<file path="src/rtl/instruction_fetch_unit.sv">
// ----------------------------------------------------------------------------
// instruction_fetch_unit
//
// Fetch-side initiator for a word-addressed instruction memory. Owns the fetch
// PC, presents it to the memory, captures the combinationally returned word
// into a small prefetch FIFO and hands {pc, instruction} to decode over a
// valid/ready handshake. A redirect flushes the FIFO and restarts fetch.
//
// Parameters
//   RESET_PC    fetch PC loaded on reset (word aligned)
//   FIFO_DEPTH  prefetch entries, power of 2, >= 2
//
// Ports
//   clk               in   rising-edge clock
//   rst_n             in   asynchronous active-low reset
//   fetch_enable      in   1 = fetch allowed this cycle
//   imem_address      out  byte address to instruction memory (= fetch PC)
//   imem_instruction  in   word at imem_address, valid in the same cycle
//   redirect_valid    in   single-cycle pulse: flush and restart at redirect_pc
//   redirect_pc       in   new fetch address
//   out_valid         out  FIFO head holds a valid entry
//   out_ready         in   decode accepts the head when out_valid & out_ready
//   out_pc            out  PC of the head entry
//   out_instruction   out  instruction of the head entry
//   fetch_fault       out  sticky misaligned-redirect flag
//
// Optional feature
//   IFU_MISALIGN_TRAP_EN  when defined, a redirect to a non-word-aligned PC
//                         sets fetch_fault and halts fetch until the next
//                         aligned redirect. When undefined the low two bits
//                         of redirect_pc are dropped and fetch_fault is 0.
// ----------------------------------------------------------------------------
module instruction_fetch_unit #(
   parameter logic [31:0] RESET_PC   = 32'h0000_0000,
   parameter int unsigned FIFO_DEPTH = 2
) (
   input  logic        clk,
   input  logic        rst_n,
   input  logic        fetch_enable,
   output logic [31:0] imem_address,
   input  logic [31:0] imem_instruction,
   input  logic        redirect_valid,
   input  logic [31:0] redirect_pc,
   output logic        out_valid,
   input  logic        out_ready,
   output logic [31:0] out_pc,
   output logic [31:0] out_instruction,
   output logic        fetch_fault
);

   localparam int unsigned PTR_W = $clog2(FIFO_DEPTH);
   localparam int unsigned CNT_W = PTR_W + 1;

   logic [31:0]      fetch_pc_q, fetch_pc_d;
   logic [CNT_W-1:0] cnt_q, cnt_d;
   logic [PTR_W-1:0] rd_q, rd_d;
   logic [PTR_W-1:0] wr_q, wr_d;

   logic [31:0] fifo_pc_q  [FIFO_DEPTH];
   logic [31:0] fifo_ins_q [FIFO_DEPTH];

   logic pop;
   logic push;
   logic halted;

`ifdef IFU_MISALIGN_TRAP_EN
   logic halted_q, halted_d;
   logic fault_q, fault_d;

   assign halted      = halted_q;
   assign fetch_fault = fault_q;

   always_ff @(posedge clk or negedge rst_n) begin
      if (!rst_n) begin
         halted_q <= 1'b0;
         fault_q  <= 1'b0;
      end else begin
         halted_q <= halted_d;
         fault_q  <= fault_d;
      end
   end
`else
   // Only the word-address bits of a redirect target are meaningful here.
   logic unused_redirect_bits;

   assign unused_redirect_bits = ^redirect_pc[1:0];
   assign halted               = 1'b0;
   assign fetch_fault          = 1'b0;
`endif

   assign imem_address    = fetch_pc_q;
   assign out_valid       = (cnt_q != '0);
   assign out_pc          = fifo_pc_q[rd_q];
   assign out_instruction = fifo_ins_q[rd_q];

   assign pop  = out_valid & out_ready;
   // A full FIFO may still accept a word in a cycle where decode drains one.
   assign push = fetch_enable & ~redirect_valid & ~halted
               & ((cnt_q < CNT_W'(FIFO_DEPTH)) | pop);

   always_comb begin
      fetch_pc_d = fetch_pc_q;
      cnt_d      = cnt_q;
      rd_d       = rd_q;
      wr_d       = wr_q;
`ifdef IFU_MISALIGN_TRAP_EN
      halted_d   = halted_q;
      fault_d    = fault_q;
`endif

      if (redirect_valid) begin
         // Redirect wins over any handshake in the same cycle.
         cnt_d = '0;
         rd_d  = '0;
         wr_d  = '0;
`ifdef IFU_MISALIGN_TRAP_EN
         if (redirect_pc[1:0] != 2'b00) begin
            halted_d = 1'b1;
            fault_d  = 1'b1;
         end else begin
            fetch_pc_d = {redirect_pc[31:2], 2'b00};
            halted_d   = 1'b0;
            fault_d    = 1'b0;
         end
`else
         fetch_pc_d = {redirect_pc[31:2], 2'b00};
`endif
      end else begin
         if (push) begin
            wr_d       = wr_q + PTR_W'(1);
            fetch_pc_d = fetch_pc_q + 32'd4;
         end
         if (pop) begin
            rd_d = rd_q + PTR_W'(1);
         end
         if (push && !pop) begin
            cnt_d = cnt_q + CNT_W'(1);
         end else if (pop && !push) begin
            cnt_d = cnt_q - CNT_W'(1);
         end
      end
   end

   always_ff @(posedge clk or negedge rst_n) begin
      if (!rst_n) begin
         fetch_pc_q <= RESET_PC;
         cnt_q      <= '0;
         rd_q       <= '0;
         wr_q       <= '0;
      end else begin
         fetch_pc_q <= fetch_pc_d;
         cnt_q      <= cnt_d;
         rd_q       <= rd_d;
         wr_q       <= wr_d;
      end
   end

   // Storage is reset so the head reads as zero out of reset.
   always_ff @(posedge clk or negedge rst_n) begin
      if (!rst_n) begin
         for (int i = 0; i < FIFO_DEPTH; i++) begin
            fifo_pc_q[i]  <= '0;
            fifo_ins_q[i] <= '0;
         end
      end else if (push) begin
         fifo_pc_q[wr_q]  <= fetch_pc_q;
         fifo_ins_q[wr_q] <= imem_instruction;
      end
   end

endmodule

</file>
<file path="config.mk">
export PLATFORM = sky130hd
export DESIGN_NAME = instruction_fetch_unit
export DESIGN_NICKNAME = d
export VERILOG_FILES = /design/src/rtl/instruction_fetch_unit.sv
export SDC_FILE = /design/constraint.sdc
export NUM_CORES = 1
export LEC_CHECK = 0
export BUFFER_PORTS_ARGS = -buffer_cell sky130_fd_sc_hd__buf_2
export CAP_MARGIN = 15
export CORE_MARGIN = 2
export CORE_UTILIZATION = 40
export CTS_BUF_LIST = sky130_fd_sc_hd__clkbuf_4 sky130_fd_sc_hd__clkbuf_8
export CTS_CLUSTER_SIZE = 40
export DETAILED_ROUTE_END_ITERATION = 10
export HOLD_SLACK_MARGIN = 0.06
export MAX_ROUTING_LAYER = met4
export PLACE_DENSITY_LB_ADDON = 0.12
export SLEW_MARGIN = 20
export SYNTH_ARGS = -nofsm -noshare
export SYNTH_HDL_FRONTEND = slang
export SYNTH_SLANG_ARGS = --single-unit
</file>
<file path="constraint.sdc">
create_clock -name clk -period 2.05 [get_ports clk]
set_clock_uncertainty 0.2 [all_clocks]
set_input_delay 0.1025 -clock clk [delete_from_list [all_inputs] [get_ports clk]]
set_output_delay 0.1025 -clock clk [all_outputs]
set_load 0.03 [all_outputs]
</file>
* Word level (Yosys, flattened, before mapping)
Cells that the tools add are included. W data, S select, Z words.
Storage, ports and cells: register bits after elaboration 164, input port bits 69, output and inout port bits 98, word-level logic and storage cells 52
Operators by class: $add $sub $neg 5, $lt $le $gt $ge 4, mux-type cells 19, bitwise logic cells 7, reductions and logical operators 9
Operators by type and width (number):
- $mux W32 | 9
- $bwmux W64 | 2
- $add A32 B3 Y32 const B | 1
- $demux W32 S1 | 1
- $mux W2 | 3
- $reduce_bool A2 Y1 | 3
- $ge A2 B2 Y1 const B | 2
- $mux W1 | 4
- $not A1 Y2 | 2
- $and A1 B1 Y1 | 3
- $logic_and A1 B1 Y1 | 3
- $reduce_bool A3 Y1 | 1
- $add A1 B1 Y1 const B | 2
- $add A2 B1 Y2 const B | 1
- $logic_not A1 Y1 | 2
- $lt A2 B1 Y1 const B | 1
- $lt A2 B2 Y1 const B | 1
- $sub A2 B1 Y2 const B | 1
- $not A1 Y1 | 1
- $or A1 B1 Y1 | 1

* Longest topological paths before layout
Gate-level depths: netlist of run 1.
depth in word-level cells 9, depth in mapped cells 7, mapped depth without buffers 6

* Least setup slack after synthesis of run 1
No wires, ideal clock.
kind reg-to-reg, start reg fetch_pc_q[2] (netlist: imem_address[2]), end reg fetch_pc_q[28] (netlist: imem_address[28]), library setup time 0.125 ns, arrival time 1.885 ns, required time 1.725 ns, path slack -0.160 ns, cell stages (with the launch flop) 8, buffers on the path 1, clock period less this slack 2.210 ns, cells stage by stage dfrtp_1 > ha_1 > and3_1 > and4_1 > clkbuf_1 > nand4_1 > xnor2_1 > mux2_2
On the way: longest elaborated chain between the ends 3
Ends and longest elaborated chain:
- start, declared | RTL line 54 | logic [31:0] fetch_pc_q, fetch_pc_d;
- start signal, assigned | RTL line 151 | fetch_pc_q <= fetch_pc_d;
- $add A32 B3 Y32 | RTL line 131 | fetch_pc_d = fetch_pc_q + 32'd4;
- $mux W32 | RTL line 129 | if (push) begin
- $mux W32 | RTL line 111 | if (redirect_valid) begin
Every way passes these cells. The select of a mux whose other input is x is not followed. A chain may end at the register's enable or synchronous reset.

* Worst setup path after layout of run 1
start reg rd_q, end out out_instruction[5]
On the way: longest elaborated chain between the ends 4
Ends and longest elaborated chain:
- start, declared | RTL line 56 | logic [PTR_W-1:0] rd_q, rd_d;
- start signal, assigned | RTL line 153 | rd_q <= rd_d;
- $not A1 Y2 (not written as such) | RTL line 94 | assign out_instruction = fifo_ins_q[rd_q];
- $mux W32 (not written as such) (3 in series) | RTL line 94
- end, declared | RTL line 47 | output logic [31:0] out_instruction,
Every way passes these cells. The select of a mux whose other input is x is not followed.

==> flow_metrics.py, run 1 <==
metrics = {
    "worst_setup_path": {
        "worstSetupPathType": "reg -> out",
        "startpoint_type": "register",
        "worstReg2RegEnd": "imem_address[26]",
        "path_buf_inv": 2,
        "path_max_fanout": 35,
        "crit_arrival_ns": 1.68,
        "crit_family": "flip-flops",
        "max_stage_delay_ns": 0.42,
        "r2r_cells": 5,
        "regToRegStartpoint": "imem_address[12]",
        "setup.worst_path.end_class": "primary output",
        "cpMaxStageDelayCell": "dfrtp_2",
        "worstPathRequired_ns": 1.75,
        "worst-path-stages": 3,
        "reg2reg_slack_ns": 0.09,
        "crit_start": "rd_q",
        "path_cells": "buf_12 -> mux2_2 -> clkbuf_4",
    },
    "synthesis": {
        "syn_area_per_cell_sq_um": 13.01,
        "synthArstFlopShare": 1.000,
        "ys_warn_count": 0,
        "ys_ff_latch": 158,
        "synth_edf_count": 0,
        "synthFlopType": "dfrtp_1",
        "synthCells": 565,
        "synth_area_sq_um": 7350,
        "ys_seq_area_frac": 0.5380,
        "synth_cell_type_count": 45,
    },
    "placement": {
        "dp.final_hpwl_mm": 12.41,
        "portBuffers": 159,
        "place_congestion": 0.8050,
    },
    "power": {
        "intPower_uw": 6591,
        "switching_share": 0.3387,
        "p_sw_uw": 3376,
        "clkPwrFrac": 0.253,
        "pwr-share-comb": 0.317,
        "p_seq_frac": 0.431,
        "power_density_nw_per_um2": 1001,
        "peakVddDrop_mv": 0.5684,
        "leakage_uw": 0.004448,
    },
    "floorplanning": {
        "num_io_pins": 167,
        "core_area_sq_um": 18020,
        "die_width_um": 139.6,
        "fp-row-count": 49,
        "die_h_um": 139.6,
        "dieArea_sq_um": 19470,
        "start_util": 0.4077,
    },
    "clock_tree": {
        "htree_levels": 4,
        "cts_inserted_buffers": 17,
        "cts_tree": "built",
        "clkSlewWorstSetupHoldPaths_ns": 0.09,
        "clockBufferDepth": 2,
        "clk_latency_ns": 0.46,
        "clock-sinks": 158,
        "clockRootBuffer": "clkbuf_8",
        "cts_setup_buffers": 0,
    },
    "routing": {
        "drtIter0Drc": 275,
        "wl_per_cell_um": 17.00,
        "drc_errors": 0,
        "routed_wl_mm": 18.21,
        "postRouteAntennaNets": 0,
        "viasPerCell": 5.086,
        "vias": 5447,
        "detailedRoute.firstPassIterationCount": 6,
    },
    "timing": {
        "fmax_mhz": 503.8,
        "worst_pin_slew_ns": 0.5349,
        "layout_min_cycle_time_ns": 1.985,
        "setup_viol": 0,
        "min_period_over_period": 0.9682,
        "slew_violations": 0,
        "setup_tns_ns": 0,
        "grt_setup_unrepaired": "true",
        "hold_ws_ns": 0.2082,
        "relSlewSlack": 0.6434,
        "hold_viol": 0,
    },
    "global_route": {
        "antenna_found_initial": 0,
        "grt-ovfl-total": 0,
        "grtUsageTotal": 0.1994,
        "met1_usage": 0.2417,
        "grt_pass1_wl_mm": 30.15,
        "met2_usage": 0.3364,
        "grt_max_degree": 59,
        "grt-busiest-layer": "met2",
        "grt_pass1_vias": 5926,
        "met3_usage": 0.04852,
    },
    "hold_path": {
        "min_from": "redirect_pc[10]",
        "hp-class": "in -> reg",
        "whs_endpoint": "imem_address[10]",
        "whs_path_depth": 4,
    },
    "finish": {
        "synthToLayoutAreaGrowth_pct": 35.44,
        "fillers": 1583,
        "antenna_cells": 0,
        "layout-drive-gt1-share": 0.5071,
        "layout.nets": 899,
    },
    "run": {
        "cap_viol_max_count": 0,
    },
    "status": {
        "status": "completed",
    },
}
[layout make-up]
class                   instances  area, sq um  share of cell area
well taps                     229        286.5             0.02878
inverters                       4        15.01            0.001508
clock buffers                  17        234.0             0.02350
flip-flops and latches        158         3964              0.3982
clock inverters                15        195.2             0.01961
repair buffers                279         2036              0.2045
multi-input cells             369         3224              0.3239
[layer usage]
| layer | routed length [um] | up-vias | part of all wire |
|---|---|---|---|
| met1 | 7857 | 2751 | 0.43 |
| met3 | 856 | 21 | 0.047 |
| met4 | 258 | 0 | 0.014 |
| li1 | - | 2553 | - |
| met2 | 9237 | 122 | 0.51 |
| met5 | 0 | - | 0 |
[logic make-up after synthesis]
| kind of cell | synth area share |
|---|---|
| AND/OR/NAND/NOR | 0.08427 |
| other | 0.0005102 |
| AO/OA/AOI/OAI | 0.03337 |
| adder cells (fa/ha/maj) | 0.001702 |
| multiplexers | 0.2848 |
| flip-flops | 0.5380 |
| XOR/XNOR | 0.02979 |
| buffers and inverters | 0.02758 |
[cells in the mapped netlist, types with 3 or more instances]
| cell | number | area [sq um] |
|---|---|---|
| and2_1 | 3 | 18.77 |
| and4_1 | 9 | 78.83 |
| buf_2 | 14 | 70.07 |
| buf_4 | 7 | 52.55 |
| clkbuf_1 | 14 | 52.55 |
| dfrtp_1 | 158 | 3954 |
| inv_1 | 4 | 15.01 |
| mux2_1 | 4 | 45.04 |
| mux2_2 | 181 | 2038 |
| nand2_1 | 43 | 161.4 |
| nand3_1 | 6 | 30.03 |
| nand3_2 | 3 | 30.03 |
| nand4_1 | 14 | 87.58 |
| nor2_1 | 9 | 33.78 |
| nor3_1 | 5 | 25.02 |
| nor4_1 | 3 | 18.77 |
| o211ai_1 | 4 | 30.03 |
| o21ai_0 | 26 | 130.1 |
| xnor2_1 | 12 | 105.1 |
| xor2_1 | 13 | 113.9 |
[layout by cell type, fill, tap and decap left out, types with 6 or more instances in the layout]
cell type,instances
dlygate4sd3_1,85
mux2_2,181
dfrtp_2,8
inv_6,6
dfrtp_1,150
buf_12,9
xnor2_1,12
nand2_1,42
nand3_1,6
xor2_1,13
nand4_1,14
buf_4,27
o21ai_0,26
nor2_1,9
clkbuf_8,17
and4_1,8
buf_2,155
[registers in the layout, indices dropped and copies added (netlist names)]
register,cells
imem_address,30
fifo_ins_q,64
cnt_q,2
wr_q,1
fifo_pc_q,60
rd_q,1
[power by group through the flow]
stage	clock network (uW)	registers, uW	logic [uW]
floorplan	0	4360	2110
global placement	0	4290	2980
detailed placement	0	4360	3050
CTS	2600	4300	3190
global route	2730	4400	3380
finish	2520	4290	3160
[tightest hold or removal path, stage by stage]
cell,delay [ns]
dlygate4sd3_1,0.52
buf_2,0.10
nand2_1,0.04
o21ai_0,0.06
[stage by stage]
step / worst slack, ns / area [sq um] / util / cells / total power (uW)
floorplan: 0.01913 / 7375 / - / 569 / 6472
global placement: 0.08092 / 8665 / 0.4807 / 954 / 7269
detailed placement: 0.05447 / 8665 / 0.4807 / 954 / 7412
CTS: 0.02060 / 9945 / 0.5517 / 1071 / 10080
global route: -0.01887 / 9955 / 0.5523 / 1071 / 10520
finish: 0.06528 / 9955 / 0.5523 / 1071 / 9967
[what timing repair did]
item                                    CTS  global route
hold endpoints to repair                256             0
endpoints found under the setup margin    0            19
resized for setup                         0             6
hold buffers                             85             0
[worst max path at each step]
| stage | endpoint | slack [ns] |
|---|---|---|
| after CTS | out_instruction[5] | 0.02 |
| after global routing | out_pc[25] | -0.02 |
| after floorplan | imem_address[31] | 0.02 |
| final | out_instruction[5] | 0.07 |
| after global placement | imem_address[28] | 0.08 |
| after detailed placement | imem_address[28] | 0.05 |
Power figures use the tool's default switching activity.
==> run 2: changes to the inputs <==
--- a/config.mk
+++ b/config.mk
@@ -10,11 +10,12 @@
 export CORE_MARGIN = 2
 export CORE_UTILIZATION = 40
 export CTS_BUF_LIST = sky130_fd_sc_hd__clkbuf_4 sky130_fd_sc_hd__clkbuf_8
-export CTS_CLUSTER_SIZE = 40
+export CTS_CLUSTER_SIZE = 24
 export DETAILED_ROUTE_END_ITERATION = 10
 export HOLD_SLACK_MARGIN = 0.06
 export MAX_ROUTING_LAYER = met4
 export PLACE_DENSITY_LB_ADDON = 0.12
+export SETUP_SLACK_MARGIN = 0.15
 export SLEW_MARGIN = 20
 export SYNTH_ARGS = -nofsm -noshare
 export SYNTH_HDL_FRONTEND = slang
==> run 2 against run 1 <==
- sequential share of layout area down 1.0 points
- count of clock-buffer cells in the layout increased by 5
- die area did not move
- largest power group unchanged
- cell count up 1.7%
- power decreased by 0.65%
- first-iteration DRC count decreased by 2.9%
- clock power fell by 13%
==> flow_metrics.py, run 2 (synthesized netlist as in run 1, its figures left out) <==
metrics = {
    "status": {
        "status": "completed",
    },
    "clock_tree": {
        "clkSlewWorstSetupHoldPaths_ns": 0.08,
        "clock-sinks": 158,
        "clk_latency_ns": 0.45,
        "cts_inserted_buffers": 17,
        "clockRootBuffer": "clkbuf_8",
        "clockBufferDepth": 2,
        "htree_levels": 4,
        "cts_tree": "built",
    },
    "global_route": {
        "grt_max_degree": 70,
        "antenna_found_initial": 0,
        "grt-ovfl-total": 0,
        "grt_pass1_vias": 5719,
        "grtUsageTotal": 0.1955,
        "grt_pass1_wl_mm": 29.39,
    },
    "routing": {
        "drc_errors": 0,
        "detailedRoute.firstPassIterationCount": 4,
        "routed_wl_mm": 18.62,
        "postRouteAntennaNets": 0,
        "wl_per_cell_um": 17.10,
        "viasPerCell": 5.111,
        "vias": 5566,
        "drtIter0Drc": 267,
    },
    "worst_setup_path": {
        "crit_arrival_ns": 1.68,
        "path_max_fanout": 13,
        "worstPathRequired_ns": 1.75,
        "startpoint_type": "register",
        "worstSetupPathType": "reg -> out",
        "setup.worst_path.end_class": "primary output",
    },
    "finish": {
        "largest_reg_flops": 64,
        "antenna_cells": 0,
        "final_area_sq_um": 10270,
        "largest-register": "fifo_ins_q",
        "layout-drive-gt1-share": 0.5453,
        "multi_input_area_sq_um": 3326,
        "fillers": 1578,
        "synthToLayoutAreaGrowth_pct": 39.73,
        "mostFrequentLayoutCell": "mux2_2",
        "final_cell_mix": "166 x mux2_2, 143 x buf_2, 135 x dfrtp_1",
        "seq_area_sq_um": 3983,
        "layout.nets": 917,
    },
    "floorplanning": {
        "die_width_um": 139.6,
        "fp-row-count": 49,
        "num_io_pins": 167,
        "dieArea_sq_um": 19470,
        "core_area_sq_um": 18020,
        "die_h_um": 139.6,
        "start_util": 0.4077,
    },
    "power": {
        "pwr-share-comb": 0.340,
        "clkPwrFrac": 0.222,
        "leakage_uw": 0.004583,
        "peakVddDrop_mv": 0.5626,
        "switching_share": 0.3354,
        "p_seq_frac": 0.438,
        "power_density_nw_per_um2": 964.2,
        "p_sw_uw": 3321,
        "intPower_uw": 6581,
    },
    "timing": {
        "setup_viol": 0,
        "grt_setup_unrepaired": "true",
        "slew_violations": 0,
        "hold_viol": 0,
        "layout_min_cycle_time_ns": 1.985,
        "fmax_mhz": 503.8,
        "min_period_over_period": 0.9683,
        "setup_tns_ns": 0,
        "hold_ws_ns": 0.2140,
    },
    "hold_path": {
        "hp-class": "in -> reg",
    },
    "placement": {
        "dp.final_hpwl_mm": 11.86,
        "portBuffers": 159,
        "placed_area_sq_um": 8556,
        "place_congestion": 0.8289,
    },
    "run": {
        "cap_viol_max_count": 0,
    },
}
run 2: cell count changes in the layout (fill, tap and decap cells not counted), moves of 4 or more:
cell	delta
inv_6	-5
dfrtp_2	+15
clkinv_2	+4
mux2_2	-15
mux2_4	+15
buf_4	+13
dfrtp_1	-15
buf_6	+18
buf_2	-12
run 2: worst paths after layout:
check | from | cells after the start | endpoint | slack (ns)
setup / recovery | rd_q | 4 | out_pc[15] | 0.07
hold / removal | redirect_pc[20] | 4 | imem_address[20] | 0.21
setup reg to reg | cnt_q[1] | 7 | imem_address[31] | 0.15
hold reg to reg | fifo_ins_q[38] | 1 | fifo_ins_q[38] | 0.29
max in group asynchronous | rst_n | 4 | fifo_ins_q[44] | 0.70
min in group asynchronous | rst_n | 4 | fifo_pc_q[49] | 0.56
run 2: metrics by stage:
stage | power [uW] | utilization | setup WS (ns) | instances
global route | 10440 | 0.5698 | 0.006525 | 1089
finish | 9902 | 0.5698 | 0.06507 | 1089
CTS | 9730 | 0.5487 | 0.04331 | 1065
detailed placement | 7352 | 0.4747 | 0.1196 | 939
global placement | 7219 | 0.4747 | 0.1599 | 939
floorplan | 6488 | - | 0.07727 | 569
run 2: cell type report:
cell class	count	area share
Tap cell	229	0.02790
Timing Repair Buffer	297	0.2233
Sequential cell	158	0.3878
Clock buffer	22	0.02705
Inverter	4	0.001462
Clock inverter	10	0.008650
Multi-Input combinational cell	369	0.3238
run 2: worst max-delay path: stages, from the launching register on:
cell and delay [ns]:
dfrtp_2 0.41, buf_4 0.15, buf_16 0.15, mux2_2 0.34, buf_2 0.18
run 2: power groups by stage:
stage                     logic, uW  clock network [uW]  registers (uW)
after floorplan                2120                   0            4370
after global placement         2880                   0            4330
after detailed placement       2940                   0            4410
after CTS                      3140                2260            4330
after global routing           3600                2390            4440
final                          3370                2200            4330
run 2: what timing repair did:
item	CTS	global route
resized for setup	7	70
setup endpoints to repair	69	139
pin swaps	1	5
endpoints found under the hold margin	256	0
cloned	1	1
setup buffers	7	23
hold buffers	86	0
run 2: routing by layer:
layer  vias to the layer above  track usage  routed length (um)
met5                         -            -                   0
met4                         0      0.06105                 243
met3                        16      0.03304                 768
met2                       146       0.3215                9392
met1                      2822       0.2490                8215
li1                       2582            -                   -
==> run 3: changes to the inputs <==
--- a/config.mk
+++ b/config.mk
@@ -12,7 +12,7 @@
 export CTS_BUF_LIST = sky130_fd_sc_hd__clkbuf_4 sky130_fd_sc_hd__clkbuf_8
 export CTS_CLUSTER_SIZE = 24
 export DETAILED_ROUTE_END_ITERATION = 10
-export HOLD_SLACK_MARGIN = 0.06
+export HOLD_SLACK_MARGIN = 0.05
 export MAX_ROUTING_LAYER = met4
 export PLACE_DENSITY_LB_ADDON = 0.12
 export SETUP_SLACK_MARGIN = 0.15
==> constraint.sdc (replaced) <==
create_clock -name clk -period 2.15 [get_ports clk]
set_clock_uncertainty 0.2 [all_clocks]
set_input_delay 0.1075 -clock clk [delete_from_list [all_inputs] [get_ports clk]]
set_output_delay 0.1075 -clock clk [all_outputs]
set_load 0.03 [all_outputs]
==> run 3 against run 2 <==
- clock power increased by 7%
- final area down 0.73%
- sequential power decreased by 4%
- cell count down 1.5%
- largest power group unchanged
- sequential cell count unchanged
- largest cell class unchanged
- via count decreased by 1.3%
- sequential share of layout area up 0.19 points
==> flow_metrics.py, run 3 (synthesized netlist as in run 1, its figures left out) <==
metrics = {
    "floorplanning": {
        "fp-row-count": 49,
        "num_io_pins": 167,
        "dieArea_sq_um": 19470,
        "die_width_um": 139.6,
        "die_h_um": 139.6,
        "core_area_sq_um": 18020,
        "start_util": 0.4077,
    },
    "timing": {
        "relSlewSlack": 0.6400,
        "fmax_mhz": 504.6,
        "worst_pin_slew_ns": 0.5400,
        "hold_ws_ns": 0.2175,
        "setup_viol": 0,
        "grt_setup_unrepaired": "true",
        "min_period_over_period": 0.9218,
        "setup_tns_ns": 0,
        "slew_violations": 0,
        "hold_viol": 0,
        "layout_min_cycle_time_ns": 1.982,
    },
    "worst_setup_path": {
        "crit_start": "rd_q",
        "crit_arrival_ns": 1.67,
        "worstPathRequired_ns": 1.84,
        "max_stage_delay_ns": 0.39,
        "setup.worst_path.end_class": "primary output",
        "regToRegStartpoint": "imem_address[6]",
        "path_buf_inv": 3,
        "path_max_fanout": 7,
        "crit_family": "buffers and inverters",
        "path_cells": "buf_4 -> clkbuf_16 -> mux2_2 -> buf_2",
        "startpoint_type": "register",
        "cpMaxStageDelayCell": "dfrtp_2",
        "worstSetupPathType": "reg -> out",
    },
    "status": {
        "status": "completed",
    },
    "placement": {
        "portBuffers": 159,
        "dp.final_hpwl_mm": 12.27,
        "place_congestion": 0.8017,
    },
    "power": {
        "power_density_nw_per_um2": 951.5,
        "leakage_uw": 0.004547,
        "peakVddDrop_mv": 0.5210,
    },
    "finish": {
        "final_util": 0.5656,
        "layout.nets": 901,
        "largest_reg_flops": 64,
        "antenna_cells": 0,
        "mostFrequentLayoutCell": "mux2_2",
        "seq_area_sq_um": 3973,
        "largest-register": "fifo_ins_q",
        "synthToLayoutAreaGrowth_pct": 38.71,
        "fillers": 1552,
        "multi_input_area_sq_um": 3293,
        "layout-drive-gt1-share": 0.5332,
        "final_cell_mix": "175 x mux2_2, 143 x dfrtp_1, 136 x buf_2",
    },
    "hold_path": {
        "hp-class": "in -> reg",
        "min_from": "redirect_pc[13]",
    },
    "global_route": {
        "grt_pass1_vias": 5884,
        "grt_max_degree": 59,
        "grt_pass1_wl_mm": 29.76,
        "grt-ovfl-total": 0,
        "antenna_found_initial": 0,
        "grtUsageTotal": 0.1980,
    },
    "clock_tree": {
        "clk_latency_ns": 0.46,
        "cts_inserted_buffers": 17,
        "clkSlewWorstSetupHoldPaths_ns": 0.08,
        "htree_levels": 4,
        "cts_tree": "built",
        "clock-sinks": 158,
        "clockRootBuffer": "clkbuf_8",
        "clockBufferDepth": 2,
    },
    "routing": {
        "postRouteAntennaNets": 0,
        "vias": 5494,
        "wl_per_cell_um": 17.99,
        "drtIter0Drc": 209,
        "viasPerCell": 5.120,
        "routed_wl_mm": 19.30,
        "detailedRoute.firstPassIterationCount": 6,
        "drc_errors": 0,
    },
    "run": {
        "cap_viol_max_count": 0,
    },
}
run 3: cell types whose count changed in the layout (fill, tap and decap cells not counted), sizes merged:
cell,change
buf,-12
dlygate4sd3,-6
bufinv,+2
clkbuf,+2
clkinv,-2
clkinvlp,+1
inv,-1
run 3: final cells by class:
type,count,share of cell area
clock buffer,22,0.02786
clock inverter,10,0.01350
inverter,4,0.001473
multi-input combinational,369,0.3230
sequential,158,0.3897
tap,229,0.02811
timing repair buffer,281,0.2164
run 3: worst register-to-register path, cell delays in order (launching register included):
cell and delay [ns]:
dfrtp_2 0.44, and3_4 0.20, and3_4 0.20, and4_2 0.29
and4_1 0.21, a221o_1 0.28
run 3: layer usage:
metal / share of wire / track usage / up-vias
met1: 0.44 / 0.2400 / 2787
li1: - / - / 2552
met2: 0.51 / 0.3349 / 131
met3: 0.038 / 0.04095 / 24
met4: 0.015 / 0.06000 / 0
met5: 0 / - / -
run 3: path summary, 6_finish.rpt:
| kind | endpoint | slack [ns] | cells after the start |
|---|---|---|---|
| setup reg to reg | imem_address[26] | 0.23 | 5 |
| setup / recovery | out_instruction[19] | 0.17 | 4 |
| hold reg to reg | fifo_pc_q[52] | 0.29 | 1 |
| max in group asynchronous | imem_address[6] | 0.55 | 4 |
| hold / removal | imem_address[13] | 0.22 | 4 |
| min in group asynchronous | fifo_pc_q[20] | 0.49 | 3 |
run 3: stage by stage:
| stage | cells | setup WS, ns | power [uW] | area (sq um) |
|---|---|---|---|---|
| 3_3_place_gp | 941 | 0.1861 | 6894 | 8577 |
| 3_5_place_dp | 941 | 0.1170 | 7038 | 8577 |
| 5_1_grt | 1073 | 0.1130 | 10220 | 10190 |
| 6_report | 1073 | 0.1681 | 9700 | 10190 |
| 2_1_floorplan | 569 | 0.1464 | 6178 | 7397 |
| 4_1_cts | 1055 | 0.1446 | 9536 | 9816 |
run 3: power by group:
part	total, uW	switching, uW	internal (uW)	leakage (uW)
registers	4140	423	3720	0.00190
clock network	2360	1110	1250	0.000213
logic	3200	1660	1550	0.00244
total	9700	3190	6510	0.00455
run 3: timing repair:
item                       4_1_cts  5_1_grt
buffers inserted                 3       13
hold endpoints to repair       256        0
pin swaps                        1        2
gates resized for setup          3       80
gates cloned                     0        5
setup endpoints to repair       57      134
hold buffers                    79        0
